`src/rtl/snoop_bus_arbiter_if.sv`:
```
`default_nettype none
// ============================================================================
// Module   : snoop_bus_arbiter_if
// Brief    : Core-side request, snoop broadcast, L2 and response signals of
//            the N-core MSI snooping bus.
// Revision : 1.0 - initial release
// ============================================================================
interface snoop_bus_arbiter_if #(
  parameter int NUM_CORES = 4,
  parameter int ADDR_W    = 32,
  parameter int DATA_W    = 32
);
  localparam int IDX_W = $clog2(NUM_CORES);

  logic [NUM_CORES-1:0]        req;
  logic [2*NUM_CORES-1:0]      req_op;
  logic [ADDR_W*NUM_CORES-1:0] req_addr;
  logic [NUM_CORES-1:0]        gnt;
  logic                        snoop_valid;
  logic [1:0]                  snoop_op;
  logic [ADDR_W-1:0]           snoop_addr;
  logic [IDX_W-1:0]            snoop_src;
  logic [NUM_CORES-1:0]        snoop_hit;
  logic [DATA_W*NUM_CORES-1:0] snoop_data;
  logic                        l2_req;
  logic [ADDR_W-1:0]           l2_addr;
  logic                        l2_ready;
  logic [DATA_W-1:0]           l2_data;
  logic [NUM_CORES-1:0]        resp_valid;
  logic [DATA_W-1:0]           resp_data;
  logic                        resp_shared;
  logic                        busy;

  // Caches and L2 side
  modport master (
    output req, req_op, req_addr, snoop_hit, snoop_data, l2_ready, l2_data,
    input  gnt, snoop_valid, snoop_op, snoop_addr, snoop_src, l2_req, l2_addr,
           resp_valid, resp_data, resp_shared, busy
  );

  // Arbiter side
  modport slave (
    input  req, req_op, req_addr, snoop_hit, snoop_data, l2_ready, l2_data,
    output gnt, snoop_valid, snoop_op, snoop_addr, snoop_src, l2_req, l2_addr,
           resp_valid, resp_data, resp_shared, busy
  );
endinterface
`default_nettype wire

```
`src/rtl/snoop_bus_arbiter.sv`:
```
`default_nettype none
// ============================================================================
// Module   : snoop_bus_arbiter
// Brief    : Round-robin snooping bus sequencer: grant, broadcast, collect
//            peer data or fall back to L2, respond to the granted core.
// Revision : 1.0 - initial release
// ============================================================================
module snoop_bus_arbiter #(
  parameter int NUM_CORES = 4,
  parameter int ADDR_W    = 32,
  parameter int DATA_W    = 32
) (
  input  wire logic          clk,
  input  wire logic          reset,
  snoop_bus_arbiter_if.slave bus
);
  localparam int IDX_W = $clog2(NUM_CORES);

  localparam logic [1:0] OP_BUSRD   = 2'b00;
  localparam logic [1:0] OP_BUSUPGR = 2'b01;
  localparam logic [1:0] OP_NONE    = 2'b11;

  typedef enum logic [1:0] {
    S_IDLE    = 2'd0,
    S_SNOOP   = 2'd1,
    S_L2_WAIT = 2'd2,
    S_RESP    = 2'd3
  } state_t;

  state_t               r_state, w_state_nxt;
  logic [IDX_W-1:0]     r_rr_ptr, w_rr_ptr_nxt;
  logic [IDX_W-1:0]     r_win, w_win_nxt;
  logic [1:0]           r_op, w_op_nxt;
  logic [ADDR_W-1:0]    r_addr, w_addr_nxt;

  logic [NUM_CORES-1:0] r_gnt, w_gnt_nxt;
  logic                 r_snoop_valid, w_snoop_valid_nxt;
  logic [1:0]           r_snoop_op, w_snoop_op_nxt;
  logic [ADDR_W-1:0]    r_snoop_addr, w_snoop_addr_nxt;
  logic [IDX_W-1:0]     r_snoop_src, w_snoop_src_nxt;
  logic                 r_l2_req, w_l2_req_nxt;
  logic [ADDR_W-1:0]    r_l2_addr, w_l2_addr_nxt;
  logic [NUM_CORES-1:0] r_resp_valid, w_resp_valid_nxt;
  logic [DATA_W-1:0]    r_resp_data, w_resp_data_nxt;
  logic                 r_resp_shared, w_resp_shared_nxt;
  logic                 r_busy, w_busy_nxt;

  logic [NUM_CORES-1:0] w_elig;
  logic                 w_found;
  logic [IDX_W-1:0]     w_pick;
  logic [NUM_CORES-1:0] w_peer_hits;
  logic                 w_peer_any;
  logic [IDX_W-1:0]     w_peer;

  for (genvar g = 0; g < NUM_CORES; g++) begin : g_elig
    assign w_elig[g] = bus.req[g] && (bus.req_op[2*g +: 2] != OP_NONE);
  end

  // First eligible core at or after the round-robin pointer, wrapping upward.
  always_comb begin
    int k;
    w_found = 1'b0;
    w_pick  = '0;
    k       = 0;
    for (int i = 0; i < NUM_CORES; i++) begin
      k = int'(r_rr_ptr) + i;
      if (k >= NUM_CORES) k = k - NUM_CORES;
      if (!w_found && w_elig[k]) begin
        w_found = 1'b1;
        w_pick  = IDX_W'(k);
      end
    end
  end

  // The requester's own hit is meaningless; lowest-index peer supplies data.
  always_comb begin
    w_peer_hits        = bus.snoop_hit;
    w_peer_hits[r_win] = 1'b0;
    w_peer_any         = |w_peer_hits;
    w_peer             = '0;
    for (int i = NUM_CORES - 1; i >= 0; i--) begin
      if (w_peer_hits[i]) w_peer = IDX_W'(i);
    end
  end

  always_comb begin
    w_state_nxt       = r_state;
    w_rr_ptr_nxt      = r_rr_ptr;
    w_win_nxt         = r_win;
    w_op_nxt          = r_op;
    w_addr_nxt        = r_addr;
    w_gnt_nxt         = r_gnt;
    w_snoop_valid_nxt = 1'b0;
    w_snoop_op_nxt    = OP_NONE;
    w_snoop_addr_nxt  = r_snoop_addr;
    w_snoop_src_nxt   = r_snoop_src;
    w_l2_req_nxt      = r_l2_req;
    w_l2_addr_nxt     = r_l2_addr;
    w_resp_valid_nxt  = '0;
    w_resp_data_nxt   = r_resp_data;
    w_resp_shared_nxt = r_resp_shared;

    unique case (r_state)
      S_IDLE: begin
        if (w_found) begin
          w_win_nxt         = w_pick;
          w_op_nxt          = bus.req_op[2*int'(w_pick) +: 2];
          w_addr_nxt        = bus.req_addr[ADDR_W*int'(w_pick) +: ADDR_W];
          w_gnt_nxt         = '0;
          w_gnt_nxt[w_pick] = 1'b1;
          w_snoop_valid_nxt = 1'b1;
          w_snoop_op_nxt    = bus.req_op[2*int'(w_pick) +: 2];
          w_snoop_addr_nxt  = bus.req_addr[ADDR_W*int'(w_pick) +: ADDR_W];
          w_snoop_src_nxt   = w_pick;
          w_state_nxt       = S_SNOOP;
        end
      end
      S_SNOOP: begin
        if (r_op == OP_BUSUPGR) begin
          w_resp_valid_nxt[r_win] = 1'b1;
          w_resp_data_nxt         = '0;
          w_resp_shared_nxt       = 1'b0;
          w_state_nxt             = S_RESP;
        end else if (w_peer_any) begin
          w_resp_valid_nxt[r_win] = 1'b1;
          w_resp_data_nxt         = bus.snoop_data[DATA_W*int'(w_peer) +: DATA_W];
          w_resp_shared_nxt       = 1'b1;
          w_state_nxt             = S_RESP;
        end else begin
          w_l2_req_nxt  = 1'b1;
          w_l2_addr_nxt = r_addr;
          w_state_nxt   = S_L2_WAIT;
        end
      end
      S_L2_WAIT: begin
        if (bus.l2_ready) begin
          w_l2_req_nxt            = 1'b0;
          w_resp_valid_nxt[r_win] = 1'b1;
          w_resp_data_nxt         = bus.l2_data;
          w_resp_shared_nxt       = 1'b0;
          w_state_nxt             = S_RESP;
        end
      end
      S_RESP: begin
        w_gnt_nxt         = '0;
        w_resp_data_nxt   = '0;
        w_resp_shared_nxt = 1'b0;
        w_rr_ptr_nxt      = (r_win == IDX_W'(NUM_CORES - 1)) ? '0 : r_win + 1'b1;
        w_state_nxt       = S_IDLE;
      end
      default: w_state_nxt = S_IDLE;
    endcase

    w_busy_nxt = (w_state_nxt != S_IDLE);
  end

  always_ff @(posedge clk) begin
    if (reset) begin
      r_state       <= S_IDLE;
      r_rr_ptr      <= '0;
      r_win         <= '0;
      r_op          <= OP_NONE;
      r_addr        <= '0;
      r_gnt         <= '0;
      r_snoop_valid <= 1'b0;
      r_snoop_op    <= OP_NONE;
      r_snoop_addr  <= '0;
      r_snoop_src   <= '0;
      r_l2_req      <= 1'b0;
      r_l2_addr     <= '0;
      r_resp_valid  <= '0;
      r_resp_data   <= '0;
      r_resp_shared <= 1'b0;
      r_busy        <= 1'b0;
    end else begin
      r_state       <= w_state_nxt;
      r_rr_ptr      <= w_rr_ptr_nxt;
      r_win         <= w_win_nxt;
      r_op          <= w_op_nxt;
      r_addr        <= w_addr_nxt;
      r_gnt         <= w_gnt_nxt;
      r_snoop_valid <= w_snoop_valid_nxt;
      r_snoop_op    <= w_snoop_op_nxt;
      r_snoop_addr  <= w_snoop_addr_nxt;
      r_snoop_src   <= w_snoop_src_nxt;
      r_l2_req      <= w_l2_req_nxt;
      r_l2_addr     <= w_l2_addr_nxt;
      r_resp_valid  <= w_resp_valid_nxt;
      r_resp_data   <= w_resp_data_nxt;
      r_resp_shared <= w_resp_shared_nxt;
      r_busy        <= w_busy_nxt;
    end
  end

  assign bus.gnt         = r_gnt;
  assign bus.snoop_valid = r_snoop_valid;
  assign bus.snoop_op    = r_snoop_op;
  assign bus.snoop_addr  = r_snoop_addr;
  assign bus.snoop_src   = r_snoop_src;
  assign bus.l2_req      = r_l2_req;
  assign bus.l2_addr     = r_l2_addr;
  assign bus.resp_valid  = r_resp_valid;
  assign bus.resp_data   = r_resp_data;
  assign bus.resp_shared = r_resp_shared;
  assign bus.busy        = r_busy;

  // OP_BUSRD documents the encoding; BusRd and BusRdX share the data path.
  logic w_unused_op;
  assign w_unused_op = (r_op == OP_BUSRD);
endmodule
`default_nettype wire

```
`src/flat_wrapper.sv`:
```
// flat-port wrapper written by rule: the top's interface ports become plain ports
module snoop_bus_arbiter_flat 
#(
  parameter int NUM_CORES = 4,
  parameter int ADDR_W    = 32,
  parameter int DATA_W    = 32
)
  (clk, reset, bus_req, bus_req_op, bus_req_addr, bus_snoop_hit, bus_snoop_data, bus_l2_ready, bus_l2_data, bus_gnt, bus_snoop_valid, bus_snoop_op, bus_snoop_addr, bus_snoop_src, bus_l2_req, bus_l2_addr, bus_resp_valid, bus_resp_data, bus_resp_shared, bus_busy);
  snoop_bus_arbiter_if #(.NUM_CORES(NUM_CORES), .ADDR_W(ADDR_W), .DATA_W(DATA_W)) bus_i ();
  input  wire logic clk;
  input  wire logic reset;
  input wire logic [$bits(bus_i.req)-1:0] bus_req;
  input wire logic [$bits(bus_i.req_op)-1:0] bus_req_op;
  input wire logic [$bits(bus_i.req_addr)-1:0] bus_req_addr;
  input wire logic [$bits(bus_i.snoop_hit)-1:0] bus_snoop_hit;
  input wire logic [$bits(bus_i.snoop_data)-1:0] bus_snoop_data;
  input wire logic [$bits(bus_i.l2_ready)-1:0] bus_l2_ready;
  input wire logic [$bits(bus_i.l2_data)-1:0] bus_l2_data;
  output wire logic [$bits(bus_i.gnt)-1:0] bus_gnt;
  output wire logic [$bits(bus_i.snoop_valid)-1:0] bus_snoop_valid;
  output wire logic [$bits(bus_i.snoop_op)-1:0] bus_snoop_op;
  output wire logic [$bits(bus_i.snoop_addr)-1:0] bus_snoop_addr;
  output wire logic [$bits(bus_i.snoop_src)-1:0] bus_snoop_src;
  output wire logic [$bits(bus_i.l2_req)-1:0] bus_l2_req;
  output wire logic [$bits(bus_i.l2_addr)-1:0] bus_l2_addr;
  output wire logic [$bits(bus_i.resp_valid)-1:0] bus_resp_valid;
  output wire logic [$bits(bus_i.resp_data)-1:0] bus_resp_data;
  output wire logic [$bits(bus_i.resp_shared)-1:0] bus_resp_shared;
  output wire logic [$bits(bus_i.busy)-1:0] bus_busy;
  assign bus_i.req = bus_req;
  assign bus_i.req_op = bus_req_op;
  assign bus_i.req_addr = bus_req_addr;
  assign bus_i.snoop_hit = bus_snoop_hit;
  assign bus_i.snoop_data = bus_snoop_data;
  assign bus_i.l2_ready = bus_l2_ready;
  assign bus_i.l2_data = bus_l2_data;
  assign bus_gnt = bus_i.gnt;
  assign bus_snoop_valid = bus_i.snoop_valid;
  assign bus_snoop_op = bus_i.snoop_op;
  assign bus_snoop_addr = bus_i.snoop_addr;
  assign bus_snoop_src = bus_i.snoop_src;
  assign bus_l2_req = bus_i.l2_req;
  assign bus_l2_addr = bus_i.l2_addr;
  assign bus_resp_valid = bus_i.resp_valid;
  assign bus_resp_data = bus_i.resp_data;
  assign bus_resp_shared = bus_i.resp_shared;
  assign bus_busy = bus_i.busy;
  snoop_bus_arbiter #(.NUM_CORES(NUM_CORES), .ADDR_W(ADDR_W), .DATA_W(DATA_W)) u_core (.clk(clk), .reset(reset), .bus(bus_i));
endmodule
```
`config.mk`:
```
export PLATFORM = sky130hd
export DESIGN_NAME = snoop_bus_arbiter_flat
export DESIGN_NICKNAME = d
export VERILOG_FILES = /design/src/rtl/snoop_bus_arbiter_if.sv /design/src/rtl/snoop_bus_arbiter.sv /design/src/flat_wrapper.sv
export SDC_FILE = /design/constraint.sdc
export NUM_CORES = 1
export LEC_CHECK = 0
export CAP_MARGIN = 40
export CORE_AREA = 5 5 158 160
export CTS_CLUSTER_DIAMETER = 100
export DETAILED_ROUTE_END_ITERATION = 8
export DIE_AREA = 0 0 163 165
export GPL_TIMING_DRIVEN = 0
export PLACE_DENSITY = 0.63
export RECOVER_POWER = 25
export SKIP_LAST_GASP = 1
export SYNTH_ARGS = -nofsm -noshare
export SYNTH_HDL_FRONTEND = slang
export SYNTH_SLANG_ARGS = --single-unit
```
`constraint.sdc`:
```
create_clock -name clk -period 3.8 [get_ports clk]
set_input_delay 0.57 -clock clk [delete_from_list [all_inputs] [get_ports clk]]
set_output_delay 0.57 -clock clk [all_outputs]
set_load 0.005 [all_outputs]
```
[Word-level counts from Yosys, hierarchy flattened]
Cells that the tools add are included.
Operators by class
  add/subtract/negate cells: 8
  bitwise gates (word level): 6
  reductions and logical operators: 25
  mux-type cells: 56
  order comparisons: 12
  shifts and indexed selects: 3
  eq/ne operators: 14
Operators with widths (number)
  indexed part select 128 x 8 -> 32 bit: 2
  2-to-1 mux 32 bit: 7
  less-than comparator 32 x 4 -> 1 bit, second input constant: 4
  greater-or-equal comparator 32 x 4 -> 1 bit, second input constant: 3
  case mux 32 bit (3 select lines): 1
  subtractor 32 x 4 -> 32 bit, second input constant: 3
  2-to-1 mux 2 bit: 12
  2-to-1 mux 1 bit: 21
  2-to-1 mux 4 bit: 4
  case mux 4 bit (2 select lines): 2
  inequality test 2 bit, second input constant: 7
  logical AND 1 bit: 9
  binary-select mux 1 bit (select 2 bit): 4
  case mux 2 bit (4 select lines): 1
  indexed part select 8 x 4 -> 2 bit: 1
  adder 2 x 2 -> 3 bit, second input constant: 2
  == test 2 bit, second input constant: 3
  less-than comparator 2 x 3 -> 1 bit, second input constant: 2
  AND reduction 3 bit: 2
  nonzero test 2 bit: 3
  AND 4 bit: 1
  demux 1 bit (select 2 bit): 2
  == test 2 x 1 -> 1 bit, second input constant: 2
  greater-or-equal comparator 2 x 1 -> 1 bit, second input constant: 2
  18 further kinds: 24
Word-level totals
  output and inout port bits: 112
  word-level logic and storage cells: 138
  register bits after elaboration: 118
  input bits: 307

[Longest topological paths before layout]
Gate-level depths: netlist of the first run.
  word-level depth: 21
  gate-level depth with buffers: 10
  gate-level depth less buffers: 8

[Worst setup path before layout of the first run]
Ideal clock, no wire load.
  path kind: reg2reg
  start: register u_core.r_win[0]
  end: register u_core.r_resp_data[23] (netlist: u_core.bus.resp_data[23])
  cell stages (with the launch flop): 11
  slack: 1.338 ns
  clock period less this slack: 2.462 ns
  buffers on the path: 2
  required time: 3.678 ns
  data arrival time: 2.341 ns
  cells stage by stage: dfxtp_1 -> inv_1 -> ha_1 -> nand2b_1 -> o21ai_2 -> nor2b_1 -> buf_2 -> buf_4 -> mux4_2 -> and2_1 -> a221o_1
Between the ends
  cells in the longest elaborated chain, start to end: 14
  elaborated cells on any way between the ends: 18
  those cells by class: order compare: 2; eq/ne: 1; shift: 1; mux: 9; bitwise: 2; reduce/logical: 3
RTL lines
  start: declaration: RTL line snoop_bus_arbiter.sv:32  | logic [IDX_W-1:0] r_win, w_win_nxt;
  start signal: assignment: RTL line snoop_bus_arbiter.sv:178  | r_win <= w_win_nxt;
  less-than comparator 2 x 3 -> 1 bit (not written as such) / greater-or-equal comparator 2 x 1 -> 1 bit (equally long branches): RTL line snoop_bus_arbiter.sv:78  | w_peer_hits[r_win] = 1'b0;
  logical AND 1 bit (not written as such): RTL line snoop_bus_arbiter.sv:78
  2-to-1 mux 1 bit (not written as such): RTL line snoop_bus_arbiter.sv:78
  demux 1 bit (select 2 bit) (*)
  inverter 4 bit (no line) (*)
  AND 4 bit (no line) (*)
  2-to-1 mux 2 bit (4 in a row): RTL line snoop_bus_arbiter.sv:82  | if (w_peer_hits[i]) w_peer = IDX_W'(i);
  indexed part select 128 x 8 -> 32 bit: RTL line snoop_bus_arbiter.sv:126  | w_resp_data_nxt = bus.snoop_data[DATA_W*int'(w_peer) +: DATA_W];
  2-to-1 mux 32 bit: RTL line snoop_bus_arbiter.sv:124  | end else if (w_peer_any) begin
  2-to-1 mux 32 bit: RTL line snoop_bus_arbiter.sv:119  | if (r_op == OP_BUSUPGR) begin
  case mux 32 bit (3 select lines): RTL line snoop_bus_arbiter.sv:103  | unique case (r_state)
  end signal: assignment: RTL line snoop_bus_arbiter.sv:189  | r_resp_data <= w_resp_data_nxt;
  end: declaration: RTL line snoop_bus_arbiter.sv:44  | logic [DATA_W-1:0] r_resp_data, w_resp_data_nxt;
Mark *: on every way between the ends. The rest lies on a longest branch, timed or not. The select of a mux whose other input is x is not followed.
A chain may end at the register's enable or synchronous reset.

[Worst setup path in the final report of the first run]
  start: input port bus_req[1]
  end: register u_core.r_win[0]
Between the ends
  cells in the longest elaborated chain, start to end: 15
  elaborated cells on any way between the ends: 28
  those cells by class: mux: 20; reduce/logical: 8
RTL lines
  start: declaration: RTL line flat_wrapper.sv:12  | input wire logic [$bits(bus_i.req)-1:0] bus_req;
  logical AND 1 bit (*): RTL line snoop_bus_arbiter.sv:56  | assign w_elig[g] = bus.req[g] && (bus.req_op[2*g +: 2] != OP_NONE);
  binary-select mux 1 bit (select 2 bit): RTL line snoop_bus_arbiter.sv:68  | if (!w_found && w_elig[k]) begin
  2-to-1 mux 1 bit (not written as such) (2 in a row): RTL line snoop_bus_arbiter.sv:68
  2-to-1 mux 1 bit: RTL line snoop_bus_arbiter.sv:68
  logical NOT 1 bit: RTL line snoop_bus_arbiter.sv:68
  logical AND 1 bit: RTL line snoop_bus_arbiter.sv:68
  2-to-1 mux 1 bit: RTL line snoop_bus_arbiter.sv:68
  logical NOT 1 bit: RTL line snoop_bus_arbiter.sv:68
  logical AND 1 bit: RTL line snoop_bus_arbiter.sv:68
  2-to-1 mux 1 bit: RTL line snoop_bus_arbiter.sv:68
  logical NOT 1 bit: RTL line snoop_bus_arbiter.sv:68
  logical AND 1 bit: RTL line snoop_bus_arbiter.sv:68
  2-to-1 mux 1 bit: RTL line snoop_bus_arbiter.sv:68
  AND reduction 2 bit (no line)
Marked as above.

==> results of run 1 <==
## Yosys cell counts (4+ instances only)
| master | number | area [sq um] |
|---|---|---|
| ha_1 | 9 | 113 |
| nor2b_1 | 7 | 43.8 |
| nor2_1 | 46 | 173 |
| mux4_2 | 32 | 721 |
| dfxtp_1 | 118 | 2360 |
| a21oi_1 | 40 | 200 |
| clkbuf_1 | 36 | 135 |
| inv_1 | 10 | 37.5 |
| a221o_1 | 64 | 641 |
| and2_1 | 13 | 81.3 |
| nand3_1 | 6 | 30.0 |
| a31oi_1 | 4 | 25.0 |
| buf_4 | 4 | 30.0 |
| buf_2 | 16 | 80.1 |
| nand2_1 | 75 | 282 |
| nand2b_1 | 5 | 31.3 |
| mux2i_1 | 4 | 40.0 |
| a221oi_1 | 32 | 280 |
| and2_0 | 24 | 150 |
| nor3_1 | 37 | 185 |
| o21ai_0 | 5 | 25.0 |
## registers in the layout, indices dropped and copies added (netlist names)
name,flops
u_core.r_win,2
u_core.bus.resp_shared,1
u_core.r_op,2
u_core.bus.snoop_valid,1
u_core.bus.l2_req,1
u_core.bus.resp_data,32
u_core.bus.l2_addr,32
u_core.bus.busy,1
u_core.r_rr_ptr,2
u_core.r_state,2
u_core.bus.snoop_op,2
u_core.r_addr,32
u_core.bus.gnt,4
u_core.bus.resp_valid,4
## metrics by stage
stage                     cells  area [sq um]  setup slack (ns)
after floorplan             624          5980              1.34
after global placement     1361         10600             0.302
final                      1399         11200             0.898
after global routing       1398         11200             0.647
after CTS                  1396         11200             0.855
after detailed placement   1364         10600             0.420
## power groups by stage
stage	combinational (uW)	clock (uW)	sequential [uW]
2_1_floorplan	1310	0	1840
3_3_place_gp	2790	0	1840
3_5_place_dp	2810	0	1850
4_1_cts	2820	1750	1830
5_1_grt	2960	1830	1870
6_report	2720	1730	1820
## area by class of cell
cell class	instances	share of cell area, %
Inverter	10	0.334
Clock inverter	12	1.46
Tap cell	319	3.56
Antenna cell	3	0.0669
Timing Repair Buffer	421	37.5
Multi-Input combinational cell	439	29.7
Clock buffer	20	4.16
Buffer	57	2.22
Sequential cell	118	21.0
## worst paths after layout
path                                     endpoint  slack (ns)
min reg2reg    u_core.bus.l2_addr[6]$_SDFFE_PP0P_        0.45
max reg2reg  u_core.bus.resp_data[1]$_SDFFE_PP0P_        0.92
min            u_core.bus.l2_addr[6]$_SDFFE_PP0P_        0.45
max                  u_core.r_win[0]$_SDFFE_PP0P_        0.90
## cells by family after synthesis
logic type                 after synthesis  share of synthesized area (%)
and+or+nand+nor                        221                           17.5
muxes                                   36                           12.7
adders and majority gates                9                           1.88
buffers and inverters                   67                           4.79
DFF                                    118                           39.5
AOI/OAI and AO/OA                      173                           23.6
## layer usage
layer | part of all wire [%] | up-vias
met5 | 0.18 | -
met4 | 3.0 | 8
met3 | 10 | 50
met2 | 51 | 327
met1 | 36 | 3297
li1 | - | 3273
## critical path, delay by kind of cell
kind            cells  cell delay [ns]
simple gates        3             0.33
buf+inv             4             1.74
compound gates      2             0.58
==> flow_summary.json, run 1 <==
{
  "reg2reg_depth": 9,
  "design.final.nets": 1380,
  "cts_buffers": 17,
  "die_y_um": 165,
  "root_buffer": "clkbuf_16",
  "clkPwrFrac_pct": 27.6,
  "cts_tree": "built",
  "grt_pass1_wl_mm": 43.7,
  "yosys_register_bits": 118,
  "wl_mm": 31.2,
  "pin_count": 419,
  "synth_cells": 624,
  "drt_iter0_markers": 320,
  "synth-main-ff-cell": "dfxtp_1",
  "top_usage_layer": "met2",
  "avgSynthCellArea_sq_um": 9.58,
  "p_switching_uw": 2080,
  "slowest_delay_ns": 0.61,
  "startpoint_type": "input pin",
  "final_common_cell": "clkdlybuf4s50_1",
  "core-area_sq_mm": 0.0233,
  "holdCritStartpoint": "u_core.bus.l2_addr[6]$_SDFFE_PP0P_",
  "worstPathCellList": "clkdlybuf4s50_1 -> a21boi_1 -> nor4_1 -> buf_2 -> nor2b_1 -> clkbuf_1 -> clkbuf_1 -> nand2_1 -> a21oi_1",
  "outcome": "completed",
  "grt_use_met1_pct": 22.3,
  "register_area_sq_mm": 0.00236,
  "synth.distinct_cells": 44,
  "yosysSeqAreaShare_pct": 39.5,
  "antenna_found_initial": 6,
  "hpwl_mm": 26.0,
  "rsz0062_at_grt": "no",
  "p_comb_share_pct": 43.4,
  "max_cap_viol_count": 0,
  "die-area_sq_mm": 0.0269,
  "htree_levels": 4,
  "synth-edff-count": 0,
  "postRouteAntennaNets": 0,
  "use_met2_pct": 40.3,
  "clk_latency_ns": 0.42,
  "ir_drop_mv": 0.237,
  "power.density_mw_per_mm2": 558,
  "grt_pass1_vias": 7186,
  "cts_resized": 0,
  "synthesis.area_sq_mm": 0.00598,
  "seq_power_share_pct": 29.1,
  "min_period_ns": 2.90,
  "drive_above_1_share_pct": 8.91,
  "relSlewSlack_pct": 44.4,
  "total_power_uw": 6270,
  "holdCritPathClass": "reg -> reg",
  "start_util_pct": 25.7,
  "cts_hold_buf": 0,
  "worstSetupStartpoint": "bus_req[1]",
  "fillerInstances": 2329,
  "critical_path.max_fanout": 10,
  "power.internal_uw": 4190,
  "mostFrequentLayoutCells": "clkdlybuf4s50_1, dfxtp_1, nand2_1, a221o_1, dlygate4sd3_1",
  "clkSinkCount": 118,
  "cellLeakagePower_uw": 0.00423,
  "place.port_buffers": 418,
  "synth_warnings": 0,
  "drc_errors": 0,
  "worst_setup_path_end_kind": "register",
  "dr.pass1.iters": 6,
  "finalHoldViolations": 0,
  "routed_via_density": 4.97,
  "fmax_ghz": 0.345,
  "p_sw_share_pct": 33.2,
  "use_met3_pct": 9.21,
  "hold-worst-slack_ns": 0.449,
  "critPathKind": "in -> reg",
  "crit_arrival_ns": 3.24,
  "synth.net_count": 940,
  "vias": 6955,
  "grt_util_all_layers_pct": 22.0,
  "cts.clk_slew.worst_paths_ns": 0.06,
  "cp.required_ns": 4.14,
  "syn_to_final_growth_pct": 87.7,
  "multi_input_area_sq_mm": 0.00333,
  "grt_max_degree": 17,
  "period_share_pct": 76.4,
  "tightest_slew_ns": 0.826,
  "rows": 56,
  "clock_skew_ns": 0.0112,
  "setup_tns_ns": 0,
  "ys_async_sr_fraction_pct": 0,
  "die_w_um": 163,
  "worst_path_max_delay_cell": "clkbuf_1",
  "drv_slew": 0,
  "cts_setup_buffers": 0,
  "setup_violations": 0,
  "wl_per_cell_um": 22.3,
  "cpMostUsedCell": "clkbuf_1",
  "clockBufferDepth": 2,
  "timing.rr.start": "u_core.r_win[1]$_SDFFE_PP0P_",
  "hold_depth": 2,
  "utilization_pct": 48.2,
  "place_congestion": 0.845,
  "grt-ovfl-total": 0
}
Note: power is estimated with default switching activity, not from simulation.
==> run 2, diff against run 1 <==
- CORE_AREA: 5 5 158 160 -> 5 5 160 162
- DIE_AREA: 0 0 163 165 -> 0 0 165 167
- PLACE_DENSITY: 0.63 -> 0.64
- clock period: 3.8 -> 2.6 ns (I/O delays scaled with it)
==> flow_summary.json, run 2 (same netlist as run 1, synthesis figures left out) <==
{
  "startpoint_type": "register",
  "met1_length_mm": 11.5,
  "max_cap_viol_count": 0,
  "cts.clk_slew.worst_paths_ns": 0.06,
  "wl_per_cell_um": 22.4,
  "place_ws_ns": -0.720,
  "p_sw_share_pct": 34.4,
  "fillerInstances": 2322,
  "drt_iter0_markers": 325,
  "fmax_ghz": 0.395,
  "fin_ws_ns": 0.0682,
  "critical_path.max_fanout": 5,
  "design.final.nets": 1381,
  "ir_drop_mv": 0.410,
  "reg2reg_depth": 10,
  "drv_slew": 0,
  "relSlewSlack_pct": 47.4,
  "vias": 6895,
  "hold_depth": 2,
  "routed_via_density": 4.90,
  "grt-ovfl-total": 0,
  "place_congestion": 0.843,
  "htree_levels": 4,
  "dr_wl_met2_mm": 16.1,
  "p_switching_uw": 3140,
  "dr_wl_met3_mm": 3.07,
  "tightest_slew_ns": 0.781,
  "wl_mm": 31.6,
  "outcome": "completed",
  "seq_power_share_pct": 29.4,
  "grt_util_all_layers_pct": 21.8,
  "utilization_pct": 47.4,
  "clk_latency_ns": 0.42,
  "min_period_ns": 2.53,
  "core-area_sq_mm": 0.0240,
  "p_comb_share_pct": 45.1,
  "slowest_delay_ns": 0.52,
  "postRouteAntennaNets": 0,
  "rows": 57,
  "power.internal_uw": 5980,
  "drive_above_1_share_pct": 11.0,
  "grt_pass1_vias": 7235,
  "cellLeakagePower_uw": 0.00427,
  "cts_tree": "built",
  "die-area_sq_mm": 0.0276,
  "mostFrequentLayoutCells": "clkdlybuf4s50_1, dfxtp_1, nand2_1, a221o_1, dlygate4sd3_1",
  "dr.pass1.iters": 5,
  "clockBufferDepth": 2,
  "r2r_slack_ns": 0.07,
  "antenna_found_initial": 3,
  "syn_to_final_growth_pct": 90.1,
  "place.port_buffers": 418,
  "die_y_um": 167,
  "setup_violations": 0,
  "critPathKind": "reg -> reg",
  "holdCritPathClass": "reg -> reg",
  "path_depth": 10,
  "dr.max_layer_used": "met4",
  "clock_skew_ns": 0.00945,
  "root_buffer": "clkbuf_16",
  "cp.required_ns": 2.90,
  "cts_buffers": 17,
  "crit_arrival_ns": 2.83,
  "final_common_cell": "clkdlybuf4s50_1",
  "hpwl_mm": 26.0,
  "worst_path_max_delay_cell": "mux4_2",
  "die_w_um": 165,
  "finalHoldViolations": 0,
  "power.density_mw_per_mm2": 803,
  "worst_setup_path_end_kind": "register",
  "crit_family": "simple AND/OR/NAND/NOR gates",
  "grt_pass1_wl_mm": 44.5,
  "period_share_pct": 97.4,
  "grt_max_degree": 17,
  "drc_errors": 0,
  "cp.buffers_inverters": 3,
  "rsz0062_at_grt": "yes",
  "start_util_pct": 24.9,
  "clkSinkCount": 118,
  "worstPathCellList": "inv_2 -> ha_1 -> nor2b_1 -> or2_4 -> nor2b_4 -> buf_8 -> bufbuf_16 -> mux4_2 -> and2_0 -> a221o_1",
  "clkPwrFrac_pct": 25.4,
  "pin_count": 419
}
run 2: stage by stage:
stage	hold slack (ns)	TNS (ns)	area, sq um	instances	total power, uW
3_5_place_dp	0.445	-43.75	10600	1368	6840
6_report	0.449	0	11400	1406	9130
4_1_cts	0.454	-0.00378	11300	1404	9290
2_1_floorplan	0.453	0	5980	624	4600
5_1_grt	0.472	-0.114	11400	1403	9660
3_3_place_gp	0.442	-42.96	10600	1366	6810
run 2: timing repair:
action / CTS / global route
gates resized for setup: 27 / 11
cloned: 1 / 0
hold endpoints to repair: 0 / 0
pin swaps: 1 / 0
hold buffers: 0 / 0
setup endpoints to repair: 63 / 47
setup buffers: 3 / 1
run 2: worst paths after layout:
path | start | endpoint
max reg2reg | u_core.r_win[0]$_SDFFE_PP0P_ | u_core.bus.resp_data[7]$_SDFFE_PP0P_
min | u_core.bus.l2_addr[10]$_SDFFE_PP0P_ | u_core.bus.l2_addr[10]$_SDFFE_PP0P_
min reg2reg | u_core.bus.l2_addr[10]$_SDFFE_PP0P_ | u_core.bus.l2_addr[10]$_SDFFE_PP0P_
max | u_core.r_win[0]$_SDFFE_PP0P_ | u_core.bus.resp_data[7]$_SDFFE_PP0P_
run 2: layout make-up:
type                            count  area [sq um]  area share (%)
Antenna cell                        4          10.0          0.0881
Buffer                             54           280            2.47
Clock buffer                       20           457            4.02
Clock inverter                     12           120            1.06
Inverter                           10          37.5           0.330
Multi-Input combinational cell    439          3420            30.1
Sequential cell                   118          2370            20.8
Tap cell                          324           405            3.57
Timing Repair Buffer              425          4270            37.5
run 2: layer usage:
layer | track usage [%] | vias to the layer above
li1 | - | 3282
met1 | 22.5 | 3240
met2 | 39.9 | 331
met3 | 8.28 | 42
met4 | 7.34 | 0
met5 | 0 | -
run 2: power by group through the flow:
stage	clock (uW)	combinational, uW	sequential (uW)
after detailed placement	0	4110	2730
final	2320	4120	2690
after floorplan	0	1910	2690
after global routing	2440	4470	2740
after CTS	2370	4220	2700
after global placement	0	4090	2720
run 2: tightest hold or removal path, cell delays in order, from the launching register on:
cell and delay, ns:
dfxtp_1 0.30, nand2_1 0.05, a21oi_1 0.05
==> run 3, diff against run 2 <==
- ABC_AREA: not set -> 1
- CORE_AREA: 5 5 160 162 -> 5 5 162 164
- DIE_AREA: 0 0 165 167 -> 0 0 167 169
- PLACE_DENSITY: 0.64 -> 0.68
==> flow_summary.json, run 3 <==
{
  "final_common_cell": "nand2_1",
  "clock_skew_ns": 0.00815,
  "clockBufferDepth": 2,
  "fillerInstances": 2569,
  "dp_cells": 1918,
  "multi_input_area_sq_mm": 0.00423,
  "r2r_slack_ns": 0.17,
  "yosys_register_bits": 118,
  "design.final.nets": 1927,
  "drc_errors": 0,
  "grt-ovfl-total": 0,
  "yosysMostFrequentCell": "nand2_1",
  "placedInstanceArea_sq_mm": 0.0117,
  "outcome": "completed",
  "rsz0062_at_grt": "no",
  "register_area_sq_mm": 0.00236,
  "root_buffer": "clkbuf_16",
  "r2r_end": "u_core.bus.resp_data[9]$_SDFFE_PP0P_",
  "wl_mm": 34.8,
  "synth.largest_area_cell": "dfxtp_1",
  "holdCritStartpoint": "reset",
  "synth.net_count": 1487,
  "power.density_mw_per_mm2": 1050,
  "timing.rr.start": "u_core.r_win[0]$_SDFFE_PP0P_",
  "synth_cells": 1171,
  "reg2reg_depth": 11,
  "critPathKind": "reg -> reg",
  "mostFrequentLayoutCells": "nand2_1, clkdlybuf4s50_1, nor2_1, nand3_1, dfxtp_1",
  "synthesis.area_sq_mm": 0.00707,
  "synthTopCellsByCount": "nand2_1, nor2_1, nand3_1",
  "holdPathEnd": "u_core.r_rr_ptr[0]$_SDFFE_PP0P_",
  "routed_via_density": 4.73,
  "cts_hold_buf": 0,
  "antenna_found_initial": 3,
  "cellLeakagePower_uw": 0.00560,
  "synth.distinct_cells": 29,
  "htree_levels": 4,
  "synth-edff-count": 0,
  "avgSynthCellArea_sq_um": 6.04,
  "cp.required_ns": 2.95,
  "period_share_pct": 93.3,
  "startpoint_type": "register",
  "finalHoldViolations": 0,
  "drive_above_1_share_pct": 6.10,
  "hpwl_mm": 28.9,
  "cts_tree": "built",
  "rows": 58,
  "ys_async_sr_fraction_pct": 0,
  "place.port_buffers": 417,
  "drt_iter0_markers": 720,
  "grt_use_met1_pct": 29.7,
  "fmax_ghz": 0.412,
  "use_met3_pct": 4.86,
  "postRouteAntennaNets": 0,
  "min_period_ns": 2.43,
  "top_usage_layer": "met2",
  "ys_top_cells_by_area": "dfxtp_1, nand2_1, nor2_1, nand3_1, o21ai_0",
  "grt_max_degree": 17,
  "place_congestion": 0.934,
  "max_cap_viol_count": 0,
  "setup_tns_ns": 0,
  "ir_drop_mv": 0.411,
  "pin_count": 419,
  "drv_slew": 0,
  "crit_arrival_ns": 2.77,
  "core-area_sq_mm": 0.0247,
  "tightest_slew_ns": 0.512,
  "synth-main-ff-cell": "dfxtp_1",
  "yosysSeqAreaShare_pct": 33.4,
  "cts.clk_slew.worst_paths_ns": 0.05,
  "clk_latency_ns": 0.41,
  "grt_util_all_layers_pct": 23.3,
  "worst_setup_path_end_kind": "register",
  "synth_warnings": 0,
  "grt_pass1_wl_mm": 52.0,
  "grt_pass1_vias": 8747,
  "clkSinkCount": 118,
  "start_util_pct": 28.6,
  "die_w_um": 167,
  "syn_to_final_growth_pct": 74.7,
  "die-area_sq_mm": 0.0282,
  "cts_buffers": 17,
  "synth_top_area_share_pct": 33.4,
  "vias": 9246,
  "holdCritPathClass": "in -> reg",
  "hold_depth": 2,
  "fin_area_sq_mm": 0.0124,
  "use_met2_pct": 39.6,
  "die_y_um": 169,
  "critical_path.max_fanout": 10,
  "relSlewSlack_pct": 65.9,
  "setup_violations": 0,
  "dr.pass1.iters": 6,
  "final_cells": 1956,
  "wl_per_cell_um": 17.8
}
[run 3: changes by cell type after synthesis, moves of 13 or more]
cell / previous run / this run
nor3_1: 37 / 3
and2_1: 13 / 0
mux4_2: 32 / 0
a221oi_1: 32 / 0
o21a_1: 0 / 32
o31ai_1: 1 / 32
o21ai_0: 5 / 68
nand2_1: 75 / 442
a221o_1: 64 / 0
nand3_1: 6 / 123
and2_0: 24 / 0
nor2_1: 46 / 175
[run 3: worst max path at each step]
stage	cells after the start	end	start	slack, ns
after global placement	13	u_core.bus.resp_data[30]$_SDFFE_PP0P_	bus_snoop_hit[2]	-0.12
final	11	u_core.bus.resp_data[9]$_SDFFE_PP0P_	u_core.r_win[0]$_SDFFE_PP0P_	0.17
after CTS	13	u_core.bus.resp_data[30]$_SDFFE_PP0P_	u_core.r_win[0]$_SDFFE_PP0P_	0.09
after global routing	11	u_core.bus.resp_data[7]$_SDFFE_PP0P_	u_core.r_win[0]$_SDFFE_PP0P_	0.006
after detailed placement	13	u_core.bus.resp_data[10]$_SDFFE_PP0P_	bus_snoop_hit[2]	-0.21
after floorplan	13	u_core.bus.resp_data[10]$_SDFFE_PP0P_	u_core.r_win[0]$_SDFFE_PP0P_	0.59
[run 3: repair_timing]
item	CTS	global route
gates resized for setup	1	28
buffers inserted	0	4
endpoints found under the setup margin	30	30
pin swaps	0	2
[run 3: critical path, stage by stage, from the launching register on]
cell,delay (ns)
dfxtp_1,0.38
inv_1,0.10
ha_1,0.25
nor2_1,0.10
o21ai_0,0.07
nand2_1,0.09
buf_2,0.25
clkbuf_1,0.43
nor2_1,0.08
o31ai_1,0.39
a21oi_1,0.12
nor2_1,0.09
[run 3: report_power, final]
group	switching [uW]	internal (uW)
Clock	805	1670
Combinational	4390	3160
Sequential	494	2480
[run 3: final cells by class]
cell class / instances / area share, %
clock buffer: 22 / 3.84
timing repair buffer: 421 / 34.0
buffer: 81 / 3.27
tap: 330 / 3.34
sequential: 118 / 19.1
multi-input combinational: 942 / 34.2
clock inverter: 9 / 1.20
antenna: 3 / 0.0607
inverter: 30 / 0.931
[run 3: per-layer routing]
metal | share of wire (%) | vias up
li1 | - | 4675
met2 | 48 | 369
met1 | 43 | 4148
met4 | 2.7 | 0
met3 | 6.0 | 54
met5 | 0 | -
[run 3: cells by family after synthesis]
kind of cell	Yosys count	share of synthesized area [%]
DFF	118	33.4
buffers and inverters	111	7.08
and+or+nand+nor	752	42.7
adders and majority gates	9	1.59
AOI/OAI and AO/OA	181	15.2
[run 3: per-stage QoR]
stage                     power (uW)  utilization [%]  setup slack [ns]  hold slack (ns)
after floorplan                 7030                -             0.594            0.455
after global placement         10500             47.1            -0.121            0.448
after detailed placement       10500             47.1            -0.208            0.456
after CTS                      13000             49.7            0.0891            0.400
after global routing           14000             49.9           0.00625            0.413
final                          13000             49.9             0.174            0.398
